--- src/rtl/uart_tx_arbiter_pkg.sv ---
// Shared definitions for the UART TX write-port arbiter.
//   state_e : arbiter FSM encodings (IDLE / ECHO / MSG)
//   grant_e : which requester received the most recent grant
package uart_tx_arbiter_pkg;

  typedef enum logic [1:0] {
    IDLE = 2'd0,
    ECHO = 2'd1,
    MSG  = 2'd2
  } state_e;

  typedef enum logic {
    GRANT_ECHO = 1'b0,
    GRANT_MSG  = 1'b1
  } grant_e;

  localparam int BYTE_W = 8;

endpackage

--- src/rtl/uart_tx_arbiter_echo_queue.sv ---
// Small synchronous FIFO that buffers echo bytes, which arrive as
// one-cycle strobes and cannot be back-pressured.
//   clk, rst : clock, asynchronous active-high reset (pointers only)
//   push/din : write request and data
//   pop      : read request; dout always shows the head entry
//   full     : all 2**ECHO_AW entries occupied
//   empty    : no entries
module uart_tx_arbiter_echo_queue #(
  parameter int ECHO_AW = 2,
  parameter int DATA_W  = 8
) (
  input  logic              clk,
  input  logic              rst,
  input  logic              push,
  input  logic              pop,
  input  logic [DATA_W-1:0] din,
  output logic [DATA_W-1:0] dout,
  output logic              full,
  output logic              empty
);

  localparam int DEPTH = 2 ** ECHO_AW;
  localparam logic [ECHO_AW:0] PTR_ONE = 1;

  logic [DATA_W-1:0] mem_q [DEPTH];
  logic [ECHO_AW:0]  wr_ptr_q, wr_ptr_d;
  logic [ECHO_AW:0]  rd_ptr_q, rd_ptr_d;
  logic              wr_en;
  logic              rd_en;

  // The extra pointer MSB distinguishes full from empty when the
  // address bits coincide.
  assign empty = (wr_ptr_q == rd_ptr_q);
  assign full  = (wr_ptr_q[ECHO_AW] != rd_ptr_q[ECHO_AW]) &&
                 (wr_ptr_q[ECHO_AW-1:0] == rd_ptr_q[ECHO_AW-1:0]);

  assign rd_en = pop & ~empty;
  // A simultaneous pop frees a slot, so a full queue can still accept.
  assign wr_en = push & (~full | rd_en);

  assign dout = mem_q[rd_ptr_q[ECHO_AW-1:0]];

  always_comb begin
    wr_ptr_d = wr_ptr_q;
    rd_ptr_d = rd_ptr_q;
    if (wr_en) wr_ptr_d = wr_ptr_q + PTR_ONE;
    if (rd_en) rd_ptr_d = rd_ptr_q + PTR_ONE;
  end

  always_ff @(posedge clk or posedge rst) begin
    if (rst) begin
      wr_ptr_q <= '0;
      rd_ptr_q <= '0;
    end else begin
      wr_ptr_q <= wr_ptr_d;
      rd_ptr_q <= rd_ptr_d;
    end
  end

  // Storage holds data only; validity is tracked by the pointers.
  always_ff @(posedge clk) begin
    if (wr_en) mem_q[wr_ptr_q[ECHO_AW-1:0]] <= din;
  end

endmodule

--- src/rtl/uart_tx_arbiter.sv ---
// Shares the single UART TX FIFO write port between the command-decoder
// echo path (strobed bytes, queued internally) and the message/status
// reporter (valid/ready/last packets written atomically). Round-robin
// arbitration happens only at packet boundaries.
//   clk, rst            : clock, asynchronous active-high reset
//   echo_stb, echo_data : one-cycle echo byte strobe
//   msg_valid, msg_data, msg_last, msg_ready : message byte handshake
//   fifo_full           : TX FIFO full
//   fifo_push, fifo_wdata : TX FIFO write port
//   busy                : arbiter is serving a grant
//   echo_ovf            : sticky, an echo byte was dropped
module uart_tx_arbiter
  import uart_tx_arbiter_pkg::*;
#(
  parameter int ECHO_AW = 2
) (
  input  logic        clk,
  input  logic        rst,
  input  logic        echo_stb,
  input  logic [7:0]  echo_data,
  input  logic        msg_valid,
  input  logic [7:0]  msg_data,
  input  logic        msg_last,
  output logic        msg_ready,
  input  logic        fifo_full,
  output logic        fifo_push,
  output logic [7:0]  fifo_wdata,
  output logic        busy,
  output logic        echo_ovf
);

  state_e            state_q, state_d;
  grant_e            last_grant_q, last_grant_d;
  logic              echo_ovf_q, echo_ovf_d;

  logic              q_pop;
  logic [BYTE_W-1:0] q_head;
  logic              q_full;
  logic              q_empty;

  uart_tx_arbiter_echo_queue #(
    .ECHO_AW (ECHO_AW),
    .DATA_W  (BYTE_W)
  ) u_echo_queue (
    .clk   (clk),
    .rst   (rst),
    .push  (echo_stb),
    .pop   (q_pop),
    .din   (echo_data),
    .dout  (q_head),
    .full  (q_full),
    .empty (q_empty)
  );

  // State register and sticky overflow flag
  always_ff @(posedge clk or posedge rst) begin
    if (rst) begin
      state_q      <= IDLE;
      last_grant_q <= GRANT_MSG;
      echo_ovf_q   <= 1'b0;
    end else begin
      state_q      <= state_d;
      last_grant_q <= last_grant_d;
      echo_ovf_q   <= echo_ovf_d;
    end
  end

  // A strobe is lost only when the queue is full and not draining now.
  always_comb begin
    echo_ovf_d = echo_ovf_q | (echo_stb & q_full & ~q_pop);
  end

  // Next-state logic
  always_comb begin
    state_d      = state_q;
    last_grant_d = last_grant_q;
    unique case (state_q)
      IDLE: begin
        if (msg_valid && !q_empty) begin
          // Tie: the side that did not win last time gets the port.
          if (last_grant_q == GRANT_MSG) begin
            state_d      = ECHO;
            last_grant_d = GRANT_ECHO;
          end else begin
            state_d      = MSG;
            last_grant_d = GRANT_MSG;
          end
        end else if (!q_empty) begin
          state_d      = ECHO;
          last_grant_d = GRANT_ECHO;
        end else if (msg_valid) begin
          state_d      = MSG;
          last_grant_d = GRANT_MSG;
        end
      end
      ECHO: begin
        // One echo byte per grant keeps message latency bounded.
        if (!fifo_full) state_d = IDLE;
      end
      MSG: begin
        // Stay through valid gaps so the packet is never split.
        if (msg_valid && !fifo_full && msg_last) state_d = IDLE;
      end
      default: state_d = IDLE;
    endcase
  end

  // Output logic
  always_comb begin
    fifo_push  = 1'b0;
    fifo_wdata = 8'h00;
    msg_ready  = 1'b0;
    q_pop      = 1'b0;
    unique case (state_q)
      ECHO: begin
        fifo_push  = ~fifo_full;
        fifo_wdata = q_head;
        q_pop      = ~fifo_full;
      end
      MSG: begin
        msg_ready  = ~fifo_full;
        fifo_push  = msg_valid & ~fifo_full;
        fifo_wdata = msg_data;
      end
      default: ;
    endcase
  end

  assign busy     = (state_q != IDLE);
  assign echo_ovf = echo_ovf_q;

endmodule
--- config.mk ---
export PLATFORM = sky130hd
export DESIGN_NAME = uart_tx_arbiter
export DESIGN_NICKNAME = d
export VERILOG_FILES = /design/src/rtl/uart_tx_arbiter_pkg.sv /design/src/rtl/uart_tx_arbiter_echo_queue.sv /design/src/rtl/uart_tx_arbiter.sv
export SDC_FILE = /design/constraint.sdc
export NUM_CORES = 1
export LEC_CHECK = 0
export CORE_ASPECT_RATIO = 1.75
export CORE_MARGIN = 1.5
export CORE_UTILIZATION = 45
export DETAILED_ROUTE_END_ITERATION = 7
export GPL_TIMING_DRIVEN = 0
export PLACE_DENSITY = 0.69
export REMOVE_ABC_BUFFERS = 1
export SETUP_SLACK_MARGIN = 0.4
export SYNTH_ARGS = -nofsm -noshare
export SYNTH_HDL_FRONTEND = slang
export SYNTH_SLANG_ARGS = --single-unit
--- constraint.sdc ---
create_clock -name clk -period 2.4 [get_ports clk]
set_clock_uncertainty 0.05 [all_clocks]
set_input_delay 0.48 -clock clk [delete_from_list [all_inputs] [get_ports clk]]
set_output_delay 0.48 -clock clk [all_outputs]
set_load 0.05 [all_outputs]
==> impl_metrics.yaml <==
status:
  status: "finished clean"
floorplanning:
  rows: 32
  core_mm2: 0.00436
  die_h_um: 91.8
  die_w_um: 53.7
  start_util_pct: 46.4
  boundaryPins: 34
  dieArea_mm2: 0.00493
critical_path:
  critPathArrivalTime_ps: 1760
  reg2reg_from: "u_echo_queue.rd_ptr_q[0]"
  crit_start: "u_echo_queue.rd_ptr_q[0]"
  r2r-end: "u_echo_queue.mem_q[0][6]"
  critPathRequiredTime_ps: 1870
  r2r_setup_slack_ps: 420
  crit_slowest_cell: "dfrtp_4"
  cp-start-kind: "register"
  crit_path_end_kind: "primary output"
  critPathMaxStageDelay_ps: 500
  crit_chain: "buf_12 -> mux4_2 -> a22oi_2 -> nor2b_1 -> buf_6"
  path_class: "register to primary output"
  rr_worst_depth: 6
  endpoint: "fifo_wdata[0]"
  cp_max_fo: 6
power_and_ir_drop:
  pwr-share-seq_pct: 32.8
  p_sw_share_pct: 39.4
  ir_drop_mv: 0.827
  clkPwrFrac_pct: 12.6
  internal_power_mw: 2.19
  p_per_area_mw_per_mm2: 1330
  total_power_mw: 3.62
  p_comb_share_pct: 54.5
  p_sw_mw: 1.43
  p_leak_nw: 0.996
global_route:
  grt_start_max_net_pins: 16
  grt_pass1_vias: 1308
  grt_pass1_wl_um: 6440
  grt.overflow.total: 0
  grt_use_total_pct: 18.6
  antenna_found_initial: 0
clock_network:
  cts_sinks: 42
  clock-root-buffer: "clkbuf_8"
  cts_buffers: 5
  htreeDepth: 2
  cts.clk_slew.worst_paths_ps: 80
  clockBufferDepth: 2
  clk_latency_ps: 290
  tritoncts: "yes"
synth:
  synth-edff-count: 32
  ys.flop_type: "edfxtp_1"
  synth_area_leader_cell: "edfxtp_1"
  synthTopCellsByArea: "edfxtp_1 (47%), dfrtp_1 (11%), mux4_1 (10%)"
  netlist_area_mm2: 0.00203
  synth_top_cell_area_share_pct: 47.4
  seq_area_frac_synth_pct: 59.9
  synth.distinct_cells: 36
  asyncSetResetFlopFracSynth_pct: 23.8
  yosysWarnings: 0
  postSynthCellCount: 122
  ys_ff_latch: 42
  synth.avg_cell_area_um2: 16.6
routing:
  routed_wl_um: 4220
  drc: 0
  vias: 1205
  antenna_left: 0
  first_iter_violations: 23
  viasPerCell: 5.43
  drt_first_pass_iters: 4
  wl_per_cell_um: 19.0
timing:
  timing.fmax_ghz: 0.437
  setup_violations: 0
  period_share_pct: 95.3
  worst_pin_slew_ps: 503
  setup-tns-final_ps: 0
  max-slew-margin-rel_pct: 66.4
  drv_slew: 0
  hold_ws_ps: 412
  worst_slack_ps: 112
  hold_viol: 0
  finalCriticalPeriod_ps: 2290
  rsz0062_at_grt: "yes"
place:
  io_buffers: 33
  pre_cts_ws_ps: -480
  place_area_mm2: 0.00239
  place.detailed.hpwl_um: 2660
  routabilityCongestion: 0.698
  placedCellCount: 202
layout:
  area_growth_pct: 34.7
  mostFrequentLayoutCells: "edfxtp_1 (32), clkdlybuf4s50_1 (20), buf_6 (12), nor2b_1 (9)"
  drive_gt1_share_pct: 40.4
  mostFrequentLayoutCell: "edfxtp_1"
  finalNetCount: 200
  fin_util_pct: 62.5
  insertedDiodeCount: 0
  fin_cells: 222
  design_area_mm2: 0.00273
hold_path:
  hold_path_class: "input port to async pin"
flow_run:
  maxCapViolCount: 0
-- critical path: cells and delay by family, from the launching register on --
kind | cells | cell delay (ps)
flops | 1 | 500
mux | 1 | 430
buf+inv | 2 | 300
compound gates | 1 | 140
simple gates | 1 | 80
-- state kept, by name, summed over array words and instances, names as in the netlist --
signal / flops
echo_ovf: 1
last_grant_q: 1
state_q: 2
u_echo_queue.mem_q: 32
u_echo_queue.rd_ptr_q: 3
u_echo_queue.wr_ptr_q: 3
-- cell families after synthesis --
family | count (synthesis) | share of synthesized area [%]
flip-flops | 42 | 59.9
AND/OR/NAND/NOR | 23 | 8.28
AO/OA/AOI/OAI | 19 | 7.29
buffers and inverters | 13 | 2.96
multiplexers | 10 | 11.4
adder cells (fa/ha/maj) | 8 | 4.94
XOR/XNOR | 7 | 5.25
-- per-layer routing --
layer	vias to the layer above	track usage (%)	part of all wire, %
met1	601	20.8	36
met4	0	7.05	2.6
met3	11	3.75	4.3
li1	557	-	-
met5	-	0	0
met2	36	32.9	57
-- final cells by class --
| class | instances | area (µm²) |
|---|---|---|
| fillers | 319 | 1640 |
| flip-flops and latches | 42 | 1220 |
| multi-input cells | 68 | 857 |
| repair buffers | 44 | 464 |
| clock buffers | 5 | 68.8 |
| well taps | 51 | 63.8 |
| inverters | 9 | 33.8 |
| clock inverters | 3 | 23.8 |
-- cell usage after synthesis, types with 2 or more instances --
cell type / number
nor3_1: 2
inv_1: 9
mux4_1: 8
nor2b_1: 9
a22oi_1: 8
clkbuf_1: 2
and2_2: 3
dfrtp_1: 9
a21oi_1: 3
a31oi_1: 2
edfxtp_1: 32
ha_1: 8
xnor2_4: 2
xor2_1: 3
-- power groups by stage --
stage / sequential [mW] / clock (mW) / combinational, mW
floorplan: 1.20 / 0 / 1.04
detailed placement: 1.23 / 0 / 1.43
finish: 1.19 / 0.457 / 1.97
global placement: 1.21 / 0 / 1.37
CTS: 1.18 / 0.468 / 1.81
global route: 1.21 / 0.501 / 2.11
-- worst min path at each step --
| stage | startpoint | endpoint | slack [ps] |
|---|---|---|---|
| global route | echo_ovf | echo_ovf | 460 |
| finish | rst | u_echo_queue.wr_ptr_q[0] | 410 |
| global placement | echo_ovf | echo_ovf | 410 |
| detailed placement | echo_ovf | echo_ovf | 410 |
| floorplan | rst | echo_ovf | 270 |
| CTS | rst | echo_ovf | 410 |
-- timing repair --
action	4_1_cts	5_1_grt
buffers inserted	9	2
gates cloned	0	1
resized for setup	103	15
setup endpoints to repair	44	47
pin swaps	8	9
hold buffers	0	0
Power figures use the tool's default switching activity.
